$ cat src/rtl/pipeline_ctrl_if.sv
// Hazard inputs and stall/flush outputs of the pipeline sequencer, grouped as one bundle.
// master = pipeline/hazard side, slave = pipeline_ctrl.
interface pipeline_ctrl_if #(
   parameter int unsigned CNT_W = 16
);
   logic             load_use;
   logic             br_taken;
   logic             mem_req;
   logic             mem_ready;
   logic             md_start;
   logic             md_done;
   logic             md_go;
   logic             pc_we;
   logic             if_id_we;
   logic             id_ex_we;
   logic             ex_mem_we;
   logic             mem_wb_we;
   logic             if_id_flush;
   logic             id_ex_flush;
   logic             ex_mem_flush;
   logic             mem_wb_flush;
   logic             md_timeout;
   logic [1:0]       state;
   logic [CNT_W-1:0] stall_cnt;
   logic [CNT_W-1:0] flush_cnt;

   modport master (
      output load_use, br_taken, mem_req, mem_ready, md_start, md_done,
      input  md_go, pc_we, if_id_we, id_ex_we, ex_mem_we, mem_wb_we,
      input  if_id_flush, id_ex_flush, ex_mem_flush, mem_wb_flush,
      input  md_timeout, state, stall_cnt, flush_cnt
   );

   modport slave (
      input  load_use, br_taken, mem_req, mem_ready, md_start, md_done,
      output md_go, pc_we, if_id_we, id_ex_we, ex_mem_we, mem_wb_we,
      output if_id_flush, id_ex_flush, ex_mem_flush, mem_wb_flush,
      output md_timeout, state, stall_cnt, flush_cnt
   );
endinterface

$ cat src/rtl/pipeline_ctrl.sv
// Stall/flush sequencer for the 5-stage RV32 pipeline: prioritises hazards, tracks mul/div
// occupancy with a watchdog, and keeps saturating stall/flush counters.
module pipeline_ctrl #(
   parameter int unsigned CNT_W      = 16,
   parameter int unsigned MD_TIMEOUT = 40
) (
   input logic            clk_i,
   input logic            rst_ni,
   pipeline_ctrl_if.slave bus
);

   localparam logic [1:0] StRun    = 2'd0;
   localparam logic [1:0] StMdWait = 2'd1;
   localparam logic [1:0] StMdDone = 2'd2;
   localparam int unsigned MdCntW  = $clog2(MD_TIMEOUT + 1);

   logic [1:0]        state_q, state_d;
   logic [MdCntW-1:0] md_cnt_q, md_cnt_d;
   logic              md_timeout_q, md_timeout_d;
   logic [CNT_W-1:0]  stall_cnt_q, stall_cnt_d;
   logic [CNT_W-1:0]  flush_cnt_q, flush_cnt_d;

   logic mem_stall, md_stall, md_go;
   logic pc_we, if_id_we, id_ex_we, ex_mem_we, mem_wb_we;
   logic if_id_flush, id_ex_flush, ex_mem_flush, mem_wb_flush;

   always_comb begin
      mem_stall    = bus.mem_req & ~bus.mem_ready;
      md_stall     = ((state_q == StRun) & bus.md_start) |
                     ((state_q == StMdWait) & ~bus.md_done);
      md_go        = (state_q == StRun) & bus.md_start & ~mem_stall;
      pc_we        = 1'b1;
      if_id_we     = 1'b1;
      id_ex_we     = 1'b1;
      ex_mem_we    = 1'b1;
      mem_wb_we    = 1'b1;
      if_id_flush  = 1'b0;
      id_ex_flush  = 1'b0;
      ex_mem_flush = 1'b0;
      mem_wb_flush = 1'b0;
      // Exactly one hazard class acts per cycle; EX is frozen by the higher ones.
      if (mem_stall) begin
         pc_we        = 1'b0;
         if_id_we     = 1'b0;
         id_ex_we     = 1'b0;
         ex_mem_we    = 1'b0;
         mem_wb_flush = 1'b1;
      end else if (md_stall) begin
         pc_we        = 1'b0;
         if_id_we     = 1'b0;
         id_ex_we     = 1'b0;
         ex_mem_flush = 1'b1;
      end else if (bus.br_taken) begin
         if_id_flush  = 1'b1;
         id_ex_flush  = 1'b1;
      end else if (bus.load_use) begin
         pc_we        = 1'b0;
         if_id_we     = 1'b0;
         id_ex_flush  = 1'b1;
      end
   end

   always_comb begin
      state_d      = state_q;
      md_cnt_d     = md_cnt_q;
      md_timeout_d = md_timeout_q;
      case (state_q)
         StRun: begin
            if (md_go) begin
               state_d  = StMdWait;
               md_cnt_d = '0;
            end
         end
         StMdWait: begin
            md_cnt_d = md_cnt_q + MdCntW'(1);
            if (bus.md_done) begin
               state_d = mem_stall ? StMdDone : StRun;
            end else if (md_cnt_q == MdCntW'(MD_TIMEOUT - 1)) begin
               md_timeout_d = 1'b1;
               state_d      = StRun;
            end
         end
         StMdDone: begin
            if (!mem_stall) state_d = StRun;
         end
         default: state_d = StRun;
      endcase
   end

   always_comb begin
      stall_cnt_d = stall_cnt_q;
      flush_cnt_d = flush_cnt_q;
      if (!pc_we && (stall_cnt_q != '1)) stall_cnt_d = stall_cnt_q + CNT_W'(1);
      if (if_id_flush && (flush_cnt_q != '1)) flush_cnt_d = flush_cnt_q + CNT_W'(1);
   end

   always_ff @(posedge clk_i or negedge rst_ni) begin
      if (!rst_ni) begin
         state_q      <= StRun;
         md_cnt_q     <= '0;
         md_timeout_q <= 1'b0;
         stall_cnt_q  <= '0;
         flush_cnt_q  <= '0;
      end else begin
         state_q      <= state_d;
         md_cnt_q     <= md_cnt_d;
         md_timeout_q <= md_timeout_d;
         stall_cnt_q  <= stall_cnt_d;
         flush_cnt_q  <= flush_cnt_d;
      end
   end

   // Outputs are combinational, so hold them at the idle pattern while reset is asserted.
   always_comb begin
      bus.md_go        = rst_ni & md_go;
      bus.pc_we        = ~rst_ni | pc_we;
      bus.if_id_we     = ~rst_ni | if_id_we;
      bus.id_ex_we     = ~rst_ni | id_ex_we;
      bus.ex_mem_we    = ~rst_ni | ex_mem_we;
      bus.mem_wb_we    = ~rst_ni | mem_wb_we;
      bus.if_id_flush  = rst_ni & if_id_flush;
      bus.id_ex_flush  = rst_ni & id_ex_flush;
      bus.ex_mem_flush = rst_ni & ex_mem_flush;
      bus.mem_wb_flush = rst_ni & mem_wb_flush;
      bus.md_timeout   = md_timeout_q;
      bus.state        = state_q;
      bus.stall_cnt    = stall_cnt_q;
      bus.flush_cnt    = flush_cnt_q;
   end

endmodule

$ cat src/flat_wrapper.sv
// flat-port wrapper written by rule: the top's interface ports become plain ports
module pipeline_ctrl_flat 
#(
   parameter int unsigned CNT_W      = 16,
   parameter int unsigned MD_TIMEOUT = 40
)
  (clk_i, rst_ni, bus_load_use, bus_br_taken, bus_mem_req, bus_mem_ready, bus_md_start, bus_md_done, bus_md_go, bus_pc_we, bus_if_id_we, bus_id_ex_we, bus_ex_mem_we, bus_mem_wb_we, bus_if_id_flush, bus_id_ex_flush, bus_ex_mem_flush, bus_mem_wb_flush, bus_md_timeout, bus_state, bus_stall_cnt, bus_flush_cnt);
  pipeline_ctrl_if #(.CNT_W(CNT_W)) bus_i ();
  input logic clk_i;
  input logic rst_ni;
  input wire logic [$bits(bus_i.load_use)-1:0] bus_load_use;
  input wire logic [$bits(bus_i.br_taken)-1:0] bus_br_taken;
  input wire logic [$bits(bus_i.mem_req)-1:0] bus_mem_req;
  input wire logic [$bits(bus_i.mem_ready)-1:0] bus_mem_ready;
  input wire logic [$bits(bus_i.md_start)-1:0] bus_md_start;
  input wire logic [$bits(bus_i.md_done)-1:0] bus_md_done;
  output wire logic [$bits(bus_i.md_go)-1:0] bus_md_go;
  output wire logic [$bits(bus_i.pc_we)-1:0] bus_pc_we;
  output wire logic [$bits(bus_i.if_id_we)-1:0] bus_if_id_we;
  output wire logic [$bits(bus_i.id_ex_we)-1:0] bus_id_ex_we;
  output wire logic [$bits(bus_i.ex_mem_we)-1:0] bus_ex_mem_we;
  output wire logic [$bits(bus_i.mem_wb_we)-1:0] bus_mem_wb_we;
  output wire logic [$bits(bus_i.if_id_flush)-1:0] bus_if_id_flush;
  output wire logic [$bits(bus_i.id_ex_flush)-1:0] bus_id_ex_flush;
  output wire logic [$bits(bus_i.ex_mem_flush)-1:0] bus_ex_mem_flush;
  output wire logic [$bits(bus_i.mem_wb_flush)-1:0] bus_mem_wb_flush;
  output wire logic [$bits(bus_i.md_timeout)-1:0] bus_md_timeout;
  output wire logic [$bits(bus_i.state)-1:0] bus_state;
  output wire logic [$bits(bus_i.stall_cnt)-1:0] bus_stall_cnt;
  output wire logic [$bits(bus_i.flush_cnt)-1:0] bus_flush_cnt;
  assign bus_i.load_use = bus_load_use;
  assign bus_i.br_taken = bus_br_taken;
  assign bus_i.mem_req = bus_mem_req;
  assign bus_i.mem_ready = bus_mem_ready;
  assign bus_i.md_start = bus_md_start;
  assign bus_i.md_done = bus_md_done;
  assign bus_md_go = bus_i.md_go;
  assign bus_pc_we = bus_i.pc_we;
  assign bus_if_id_we = bus_i.if_id_we;
  assign bus_id_ex_we = bus_i.id_ex_we;
  assign bus_ex_mem_we = bus_i.ex_mem_we;
  assign bus_mem_wb_we = bus_i.mem_wb_we;
  assign bus_if_id_flush = bus_i.if_id_flush;
  assign bus_id_ex_flush = bus_i.id_ex_flush;
  assign bus_ex_mem_flush = bus_i.ex_mem_flush;
  assign bus_mem_wb_flush = bus_i.mem_wb_flush;
  assign bus_md_timeout = bus_i.md_timeout;
  assign bus_state = bus_i.state;
  assign bus_stall_cnt = bus_i.stall_cnt;
  assign bus_flush_cnt = bus_i.flush_cnt;
  pipeline_ctrl #(.CNT_W(CNT_W), .MD_TIMEOUT(MD_TIMEOUT)) u_core (.clk_i(clk_i), .rst_ni(rst_ni), .bus(bus_i));
endmodule
$ cat config.mk
export PLATFORM = sky130hd
export DESIGN_NAME = pipeline_ctrl_flat
export DESIGN_NICKNAME = d
export VERILOG_FILES = /design/src/rtl/pipeline_ctrl_if.sv /design/src/rtl/pipeline_ctrl.sv /design/src/flat_wrapper.sv
export SDC_FILE = /design/constraint.sdc
export NUM_CORES = 1
export LEC_CHECK = 0
export BUFFER_PORTS_ARGS = -buffer_cell sky130_fd_sc_hd__buf_2
export CORE_MARGIN = 2
export CORE_UTILIZATION = 57
export DETAILED_ROUTE_END_ITERATION = 10
export GPL_ROUTABILITY_DRIVEN = 0
export GPL_TIMING_DRIVEN = 0
export PLACE_DENSITY = 0.95
export SLEW_MARGIN = 20
export SYNTH_ARGS = -nofsm -noshare
export SYNTH_HDL_FRONTEND = slang
export SYNTH_SLANG_ARGS = --single-unit
$ cat constraint.sdc
create_clock -name clk_i -period 3.1 [get_ports clk_i]
set_input_delay 0.62 -clock clk_i [delete_from_list [all_inputs] [get_ports clk_i]]
set_output_delay 0.62 -clock clk_i [all_outputs]
set_load 0.01 [all_outputs]
==> metrics.txt, run 1 <==
# TYPE chip_impl_metric gauge
chip_impl_info{name="outcome",value="finished, final reports clean"} 1
chip_impl_info{name="timing.critical_path.mode_cell",value="buf_2"} 1
chip_impl_metric{name="initialDrtViolationCount",unit=""} 103
chip_impl_metric{name="remaining_drc_errors",unit=""} 0
chip_impl_metric{name="synth-edff-count",unit=""} 0
chip_impl_metric{name="grt.met2_usage",unit=""} 0.363
chip_impl_metric{name="n_antenna_cell",unit=""} 0
chip_impl_metric{name="reg2reg_slack",unit="ns"} 1.21
chip_impl_metric{name="muxShareOfSynthArea",unit=""} 0.0232
chip_impl_metric{name="worst_path_largest_cell_delay",unit="ns"} 0.70
chip_impl_metric{name="hold_slack",unit="ns"} 0.461
chip_impl_metric{name="maxSlewHeadroom",unit=""} 0.377
chip_impl_metric{name="cts_hold_buffers",unit=""} 0
chip_impl_metric{name="final_critical_path_setup_slack",unit="ns"} 0.561
chip_impl_info{name="clk_root_buffer_cell",value="clkbuf_8"} 1
chip_impl_metric{name="irDropWorstVdd",unit="mV"} 0.668
chip_impl_metric{name="synthesis.nets",unit=""} 213
chip_impl_metric{name="yosys.cell_types.count",unit=""} 43
chip_impl_metric{name="placementRows",unit=""} 22
chip_impl_metric{name="syn_area_per_cell",unit="um^2"} 10.4
chip_impl_metric{name="finalSetupViolCount",unit=""} 0
chip_impl_metric{name="maxClockFrequency",unit="MHz"} 394
chip_impl_metric{name="drive_above_1_share",unit=""} 0.292
chip_impl_metric{name="power.density_cell_area",unit="mW/mm^2"} 635
chip_impl_metric{name="number_of_antenna_violations_at_the_first_check_in_global_routing",unit=""} 0
chip_impl_info{name="worst_path_dominant_cell_family",value="buffers and inverters"} 1
chip_impl_metric{name="placement.io_buffers",unit=""} 51
chip_impl_metric{name="cp_data_arrival_time",unit="ns"} 1.92
chip_impl_metric{name="async_reset_ff_frac",unit=""} 1.00
chip_impl_info{name="path_cells",value="buf_2 > nand2_1 > nor3_1 > buf_2"} 1
chip_impl_metric{name="synthesis.area",unit="mm^2"} 0.00210
chip_impl_metric{name="fin_skew",unit="ns"} 0.00805
chip_impl_metric{name="final_antenna_net_count",unit=""} 0
chip_impl_metric{name="worst_pin_slew",unit="ns"} 0.935
chip_impl_info{name="dominant_combinational_cell_family_by_area_after_synthesis",value="simple AND/OR/NAND/NOR gates"} 1
chip_impl_metric{name="critPathBufInv",unit=""} 2
chip_impl_metric{name="totalNegativeSetupSlack",unit="ns"} 0
chip_impl_metric{name="clk-insertion-delay-late",unit="ns"} 0.29
chip_impl_info{name="rsz0062_at_grt",value="no"} 1
chip_impl_info{name="worst_setup_path_type",value="primary input to primary output"} 1
chip_impl_metric{name="synth_fa_ha_area_frac",unit=""} 0.0178
chip_impl_info{name="cts_tree",value="yes"} 1
chip_impl_metric{name="cts_buffers",unit=""} 5
chip_impl_metric{name="global_route_met3_usage",unit=""} 0.0399
chip_impl_info{name="endpoint_with_the_worst_hold_slack",value="u_core.bus.md_timeout"} 1
chip_impl_metric{name="num_io_pins",unit=""} 53
chip_impl_info{name="reg2reg_from",value="u_core.bus.flush_cnt[0]"} 1
chip_impl_metric{name="max-clock-path-buffers",unit=""} 2
chip_impl_metric{name="yosys_register_bits",unit=""} 41
chip_impl_info{name="sort_of_element_at_the_end_of_the_critical_path",value="primary output"} 1
chip_impl_metric{name="final_net_count",unit=""} 271
chip_impl_metric{name="timing.reg2reg.worst_path_depth",unit=""} 6
chip_impl_info{name="worst_hold_startpoint",value="u_core.bus.md_timeout"} 1
chip_impl_info{name="hp-class",value="flop to flop"} 1
chip_impl_metric{name="cts.sink_count",unit=""} 41
chip_impl_metric{name="postSynthCellCount",unit=""} 202
chip_impl_info{name="synth-main-ff-cell",value="dfrtp_1"} 1
chip_impl_metric{name="fp.dieArea",unit="mm^2"} 0.00419
chip_impl_metric{name="grt_max_degree",unit=""} 47
chip_impl_metric{name="route.detailed.wl_per_inst",unit="um"} 13.3
chip_impl_metric{name="pre_cts_slack",unit="ns"} 0.492
chip_impl_metric{name="post_cts_buffers",unit=""} 0
chip_impl_metric{name="timing.final.crit_period",unit="ns"} 2.54
chip_impl_info{name="timing.rr.end",value="u_core.bus.flush_cnt[8]"} 1
chip_impl_metric{name="timing.final.hold_violations",unit=""} 0
chip_impl_metric{name="drv_cap",unit=""} 0
chip_impl_metric{name="warnings_from_yosys",unit=""} 0
chip_impl_info{name="gr-max-usage-layer",value="met2"} 1
chip_impl_info{name="highest_delay_cell_along_the_critical_path",value="buf_2"} 1
chip_impl_metric{name="clkTransAtPathRegs",unit="ns"} 0.07
chip_impl_metric{name="routed_wl",unit="um"} 4090
chip_impl_info{name="critPathLaunchType",value="primary input"} 1
chip_impl_metric{name="cellLeakagePower",unit="nW"} 1.20
chip_impl_metric{name="dr_total_vias",unit=""} 1722
chip_impl_metric{name="cts.repair.resized",unit=""} 0
chip_impl_metric{name="core_area",unit="mm^2"} 0.00361
chip_impl_metric{name="route.detailed.vias_per_inst",unit=""} 5.59
chip_impl_metric{name="fin_crit_sh",unit=""} 0.819
chip_impl_metric{name="critPathMaxFanout",unit=""} 46
chip_impl_metric{name="drt_pre_antenna_iters",unit=""} 4
chip_impl_metric{name="initial_utilization",unit=""} 0.584
chip_impl_metric{name="min_path_cells",unit=""} 1
chip_impl_metric{name="yosys.area_share.xor_xnor",unit=""} 0.108
chip_impl_metric{name="synth_compound_area_frac",unit=""} 0.0886
chip_impl_metric{name="maximum_level_of_the_cts_h_tree",unit=""} 2
chip_impl_metric{name="synth_seq_area_share",unit=""} 0.488
chip_impl_metric{name="required",unit="ns"} 2.48
chip_impl_metric{name="place_hpwl",unit="um"} 3120
chip_impl_metric{name="dieHeight",unit="um"} 64.8
chip_impl_metric{name="gr-usage-all-layers",unit=""} 0.216
chip_impl_metric{name="synthToLayoutAreaGrowth",unit="%"} 19.9
chip_impl_metric{name="report.final.slew_viol_count",unit=""} 0
chip_impl_metric{name="grt_pass1_vias",unit=""} 1664
chip_impl_metric{name="die-width",unit="um"} 64.8
chip_impl_metric{name="overflow",unit=""} 0
chip_impl_metric{name="gr-usage-met1",unit=""} 0.255
chip_impl_metric{name="synth_simple_gate_area_frac",unit=""} 0.251
chip_impl_metric{name="grt_pass1_wl",unit="um"} 7020
-- worst max path at each step --
| stage | startpoint | end | cells after the start |
|---|---|---|---|
| after detailed placement | rst_ni | bus_id_ex_flush | 4 |
| after global placement | rst_ni | bus_id_ex_flush | 4 |
| after CTS | rst_ni | bus_id_ex_flush | 4 |
| final | rst_ni | bus_id_ex_flush | 4 |
| after global routing | rst_ni | bus_id_ex_flush | 4 |
| after floorplan | bus_mem_ready | bus_pc_we | 5 |
-- where the power goes --
part,switching (mW),internal [mW],leakage [nW]
logic,0.232,0.197,0.597
clock network,0.167,0.234,0.0540
registers,0.135,0.637,0.546
-- worst register-to-register path, stage by stage (launching register included) --
cell,delay (ns)
dfrtp_1,0.41
ha_1,0.22
and4_1,0.25
o41ai_1,0.09
nor3_1,0.46
nand4_1,0.19
xnor2_1,0.16
-- flip-flops by register name (all words and copies together) (netlist names) --
register               cells
u_core.bus.stall_cnt      16
u_core.bus.flush_cnt      16
u_core.bus.md_timeout      1
u_core.md_cnt_q            6
u_core.bus.state           2
-- layout by cell type, fill, tap and decap left out, types with 2 or more instances in the layout --
cell      instances
buf_2            52
dfrtp_1          41
nand2_1          24
xnor2_1          24
nand4_1          16
nand3_1          16
nor2_1           10
o21ai_0           9
and3_1            5
clkbuf_8          5
a21oi_1           4
nand2b_1          3
nor3_1            3
inv_1             3
a31oi_1           3
ha_1              3
a21oi_2           2
and4_1            2
xor2_1            2
a211oi_4          2
nor4_1            2
nor2b_1           2
mux2_1            2
and2_1            2
buf_4             2
-- cell usage after synthesis (all sizes together), types with 3 or more instances --
cell | n | area share
dfrtp | 41 | 0.49
a31oi | 3 | 0.0089
inv | 3 | 0.0054
nor2 | 10 | 0.018
ha | 3 | 0.018
buf | 4 | 0.015
nor4 | 3 | 0.012
a21oi | 6 | 0.018
xnor2 | 24 | 0.10
and3 | 6 | 0.020
nor3 | 3 | 0.0071
nand3 | 17 | 0.043
nand2b | 4 | 0.015
o21ai | 9 | 0.021
nand2 | 24 | 0.043
nand4 | 17 | 0.058
a211oi | 3 | 0.025
mux2 | 4 | 0.023
-- logic make-up (layout without fill, tap and decap cells) --
| kind of cell | count (synthesis) | in the layout |
|---|---|---|
| other cells | 1 | 1 |
| compound gates | 25 | 25 |
| flops | 41 | 41 |
| simple gates | 94 | 94 |
| buf+inv | 8 | 66 |
| mux | 4 | 4 |
| xor+xnor | 26 | 26 |
| fa+ha+maj | 3 | 3 |
-- metrics by stage --
| stage | instances | util | power [mW] | area, um^2 |
|---|---|---|---|---|
| 6_report | 308 | 0.700 | 1.60 | 2520 |
| 5_1_grt | 308 | 0.700 | 1.70 | 2520 |
| 4_1_cts | 308 | 0.700 | 1.62 | 2520 |
| 3_5_place_dp | 301 | 0.671 | 1.21 | 2420 |
| 3_3_place_gp | 301 | 0.671 | 1.19 | 2420 |
| 2_1_floorplan | 202 | - | 1.04 | 2100 |
-- layout make-up --
class / instances / area (um^2)
buffer: 5 / 35.0
tap: 48 / 60.1
multi-input combinational: 153 / 1030
clock inverter: 2 / 35.0
timing repair buffer: 51 / 255
sequential: 41 / 1030
inverter: 3 / 11.3
fill: 261 / 1080
clock buffer: 5 / 68.8
-- per-layer routing --
layer / share of wire / wire, um
met1: 0.41 / 1690
met2: 0.52 / 2130
met3: 0.050 / 206
met4: 0.013 / 54
met5: 0 / 0
Power figures use the tool's default switching activity.
==> inputs of run 2 (changes only) <==
- ABC_AREA: not set -> 1
- CORE_UTILIZATION: 57 -> 55
- PLACE_DENSITY: 0.95 -> 0.9
- clock period: 3.1 -> 2.53 ns (I/O delays scaled with it)
==> metrics.txt, run 2 <==
# TYPE chip_impl_metric gauge
chip_impl_info{name="timing.rr.end",value="u_core.bus.stall_cnt[11]"} 1
chip_impl_metric{name="total_area_of_multi_input_combinational_cells",unit="mm^2"} 0.00139
chip_impl_metric{name="cts_hold_buffers",unit=""} 0
chip_impl_info{name="worst_path_dominant_cell_family",value="simple AND/OR/NAND/NOR gates"} 1
chip_impl_info{name="outcome",value="finished, final reports clean"} 1
chip_impl_metric{name="drv_cap",unit=""} 0
chip_impl_metric{name="route.detailed.vias_per_inst",unit=""} 5.11
chip_impl_metric{name="clock_power_share",unit=""} 0.226
chip_impl_metric{name="routed_wl",unit="um"} 5680
chip_impl_metric{name="cts.sink_count",unit=""} 41
chip_impl_metric{name="postSynthCellCount",unit=""} 374
chip_impl_metric{name="power.density_cell_area",unit="mW/mm^2"} 663
chip_impl_metric{name="max-clock-path-buffers",unit=""} 2
chip_impl_metric{name="synthesis.nets",unit=""} 385
chip_impl_metric{name="critPathBufInv",unit=""} 3
chip_impl_metric{name="warnings_from_yosys",unit=""} 0
chip_impl_info{name="hp-class",value="primary input to async pin"} 1
chip_impl_metric{name="clk-insertion-delay-late",unit="ns"} 0.30
chip_impl_metric{name="maxClockFrequency",unit="MHz"} 450
chip_impl_metric{name="totalNegativeSetupSlack",unit="ns"} 0
chip_impl_metric{name="worst_path_largest_cell_delay",unit="ns"} 0.44
chip_impl_info{name="reg2reg_from",value="u_core.bus.stall_cnt[0]"} 1
chip_impl_metric{name="synthDominantCellAreaShare",unit=""} 0.393
chip_impl_info{name="worst_setup_path_type",value="flop to primary output"} 1
chip_impl_metric{name="reg2reg_slack",unit="ns"} 0.87
chip_impl_metric{name="report.final.slew_viol_count",unit=""} 0
chip_impl_info{name="critical_path.startpoint",value="u_core.bus.state[1]"} 1
chip_impl_metric{name="final_net_count",unit=""} 443
chip_impl_metric{name="post_cts_buffers",unit=""} 0
chip_impl_metric{name="dr_total_vias",unit=""} 2488
chip_impl_metric{name="cts_buffers",unit=""} 5
chip_impl_metric{name="maxSlewHeadroom",unit=""} 0.612
chip_impl_metric{name="sequentialPowerShare",unit=""} 0.470
chip_impl_metric{name="cp_data_arrival_time",unit="ns"} 1.72
chip_impl_metric{name="number_of_antenna_violations_at_the_first_check_in_global_routing",unit=""} 0
chip_impl_metric{name="p_sw",unit="uW"} 777
chip_impl_metric{name="synth_compound_area_frac",unit=""} 0.0393
chip_impl_info{name="sort_of_element_at_the_end_of_the_critical_path",value="primary output"} 1
chip_impl_metric{name="finalSetupViolCount",unit=""} 0
chip_impl_info{name="rsz0062_at_grt",value="no"} 1
chip_impl_metric{name="initial_utilization",unit=""} 0.560
chip_impl_metric{name="yosys.area_share.xor_xnor",unit=""} 0.0403
chip_impl_info{name="final_cell_mix",value="nand2_1 (167), buf_2 (50), dfrtp_1 (41), nor2_1 (40), inv_1 (32)"} 1
chip_impl_metric{name="critPathMaxFanout",unit=""} 7
chip_impl_metric{name="worst_pin_slew",unit="ns"} 0.582
chip_impl_metric{name="timing.final.crit_period",unit="ns"} 2.22
chip_impl_metric{name="die-width",unit="um"} 72.9
chip_impl_metric{name="drive_above_1_share",unit=""} 0.210
chip_impl_metric{name="placementRows",unit=""} 25
chip_impl_info{name="path_cells",value="nor2_4 > nand2_1 > nand2_1 > inv_2 > nand3_2 > nand2_1 > buf_4 > buf_2"} 1
chip_impl_info{name="highest_delay_cell_along_the_critical_path",value="dfrtp_1"} 1
chip_impl_metric{name="clkTransAtPathRegs",unit="ns"} 0.09
chip_impl_info{name="synthTopCellsByCount",value="nand2_1 (167), dfrtp_1 (41), nor2_1 (40)"} 1
chip_impl_metric{name="filler_cell_count",unit=""} 423
chip_impl_metric{name="yosys.cell_types.count",unit=""} 27
chip_impl_metric{name="route.detailed.wl_per_inst",unit="um"} 11.7
chip_impl_info{name="clk_root_buffer_cell",value="clkbuf_8"} 1
chip_impl_info{name="critPathLaunchType",value="flop"} 1
chip_impl_info{name="timing.critical_path.mode_cell",value="nand2_1"} 1
chip_impl_metric{name="maximum_level_of_the_cts_h_tree",unit=""} 2
chip_impl_metric{name="cellLeakagePower",unit="nW"} 1.65
chip_impl_metric{name="placement.io_buffers",unit=""} 51
chip_impl_metric{name="fin_skew",unit="ns"} 0.00980
chip_impl_metric{name="n_antenna_cell",unit=""} 0
chip_impl_info{name="final_common_cell",value="nand2_1"} 1
chip_impl_metric{name="synthesis.area",unit="mm^2"} 0.00261
chip_impl_info{name="yosysMostFrequentCell",value="nand2_1"} 1
chip_impl_metric{name="yosys_register_bits",unit=""} 41
chip_impl_metric{name="required",unit="ns"} 2.02
chip_impl_metric{name="muxShareOfSynthArea",unit=""} 0
chip_impl_metric{name="synth_simple_gate_area_frac",unit=""} 0.437
chip_impl_info{name="synthTopCellsByArea",value="dfrtp_1 (39%), nand2_1 (24%), nor2_1 (5.8%), inv_1 (4.6%), nand3_1 (3.3%)"} 1
chip_impl_info{name="cts_tree",value="yes"} 1
chip_impl_metric{name="switching_part_of_the_total_power",unit=""} 0.387
chip_impl_metric{name="fp.dieArea",unit="mm^2"} 0.00531
chip_impl_metric{name="dieHeight",unit="um"} 72.9
chip_impl_metric{name="initialDrtViolationCount",unit=""} 171
chip_impl_info{name="dominant_combinational_cell_family_by_area_after_synthesis",value="simple AND/OR/NAND/NOR gates"} 1
chip_impl_metric{name="synth_seq_area_share",unit=""} 0.393
chip_impl_metric{name="fin_crit_sh",unit=""} 0.879
chip_impl_metric{name="num_io_pins",unit=""} 53
chip_impl_metric{name="synth-edff-count",unit=""} 0
chip_impl_metric{name="post_dp_cell_area",unit="mm^2"} 0.00293
chip_impl_metric{name="async_reset_ff_frac",unit=""} 1.00
chip_impl_metric{name="overflow",unit=""} 0
chip_impl_metric{name="synthToLayoutAreaGrowth",unit="%"} 16.1
chip_impl_metric{name="intPower",unit="mW"} 1.23
chip_impl_metric{name="grt_max_degree",unit=""} 46
chip_impl_metric{name="syn_area_per_cell",unit="um^2"} 6.98
chip_impl_metric{name="place_hpwl",unit="um"} 4240
chip_impl_info{name="synth_area_leader_cell",value="dfrtp_1"} 1
chip_impl_metric{name="grt_pass1_vias",unit=""} 2141
chip_impl_metric{name="timing.reg2reg.worst_path_depth",unit=""} 9
chip_impl_metric{name="irDropWorstVdd",unit="mV"} 0.415
chip_impl_metric{name="postLayoutCellArea",unit="mm^2"} 0.00303
chip_impl_info{name="synth-main-ff-cell",value="dfrtp_1"} 1
chip_impl_metric{name="timing.final.hold_violations",unit=""} 0
chip_impl_metric{name="comb_power_share",unit=""} 0.305
chip_impl_metric{name="core_area",unit="mm^2"} 0.00466
chip_impl_metric{name="drt_pre_antenna_iters",unit=""} 4
chip_impl_metric{name="remaining_drc_errors",unit=""} 0
chip_impl_metric{name="gr-usage-all-layers",unit=""} 0.223
chip_impl_metric{name="grt_pass1_wl",unit="um"} 9260
chip_impl_metric{name="final_antenna_net_count",unit=""} 0
chip_impl_metric{name="synth_fa_ha_area_frac",unit=""} 0.0144
chip_impl_metric{name="final-seq-area",unit="mm^2"} 0.00103
## run 2: cell types whose count changed after synthesis, sizes merged, moves of 5 or more
cell   previous run  this run
and3              6         0
nor2             10        50
inv               3        36
xnor2            24         4
xor2              2         8
nand2            24       174
nand4            17        10
a21oi             6         1
## run 2: through the flow
stage | total power, mW | hold slack, ns | cells | util | setup WS (ns)
CTS | 2.02 | 0.384 | 487 | 0.649 | 0.121
global placement | 1.52 | 0.456 | 479 | 0.629 | 0.167
floorplan | 1.34 | 0.210 | 374 | - | 0.818
finish | 2.01 | 0.219 | 487 | 0.650 | 0.307
detailed placement | 1.57 | 0.455 | 479 | 0.629 | 0.129
global route | 2.14 | 0.271 | 487 | 0.650 | 0.175
## run 2: how the worst max path moves through the flow
stage / to / slack (ns) / cells after the start
3_3_place_gp: bus_id_ex_flush / 0.17 / 4
6_report: bus_pc_we / 0.31 / 8
2_1_floorplan: bus_pc_we / 0.82 / 7
5_1_grt: bus_pc_we / 0.17 / 8
4_1_cts: bus_id_ex_flush / 0.12 / 4
3_5_place_dp: bus_id_ex_flush / 0.13 / 4
## run 2: power groups by stage
stage               combinational (mW)  clock [mW]  sequential, mW
floorplan                        0.371           0           0.966
finish                           0.612       0.453           0.943
CTS                              0.616       0.465           0.941
global route                     0.689       0.489           0.965
global placement                 0.583           0           0.940
detailed placement               0.614           0           0.951
## run 2: cell families (layout without fill, tap and decap cells)
kind of cell               Yosys count  after routing
other                                1              1
AOI/OAI and AO/OA                   18             18
DFF                                 41             41
buffers and inverters               42            101
and+or+nand+nor                    257            257
adders and majority gates            3              3
xor gates and xnor gates            12             12
## run 2: cell type report
type / instances / area share
Tap cell: 54 / 0.0223
Sequential cell: 41 / 0.339
Clock buffer: 5 / 0.0227
Inverter: 36 / 0.0446
Timing Repair Buffer: 51 / 0.0851
Clock inverter: 3 / 0.00826
Buffer: 6 / 0.0190
Multi-Input combinational cell: 291 / 0.459
## run 2: metal layers
layer / track usage / wire (um) / up-vias
met4: 0.0905 / 57 / 0
met5: 0 / 0 / -
li1: - / - / 1272
met2: 0.384 / 2900 / 70
met1: 0.273 / 2450 / 1140
met3: 0.0442 / 273 / 6
## run 2: timing repair
item	4_1_cts	5_1_grt
resized for setup	0	1
setup endpoints to repair	0	1
hold endpoints to repair	0	0
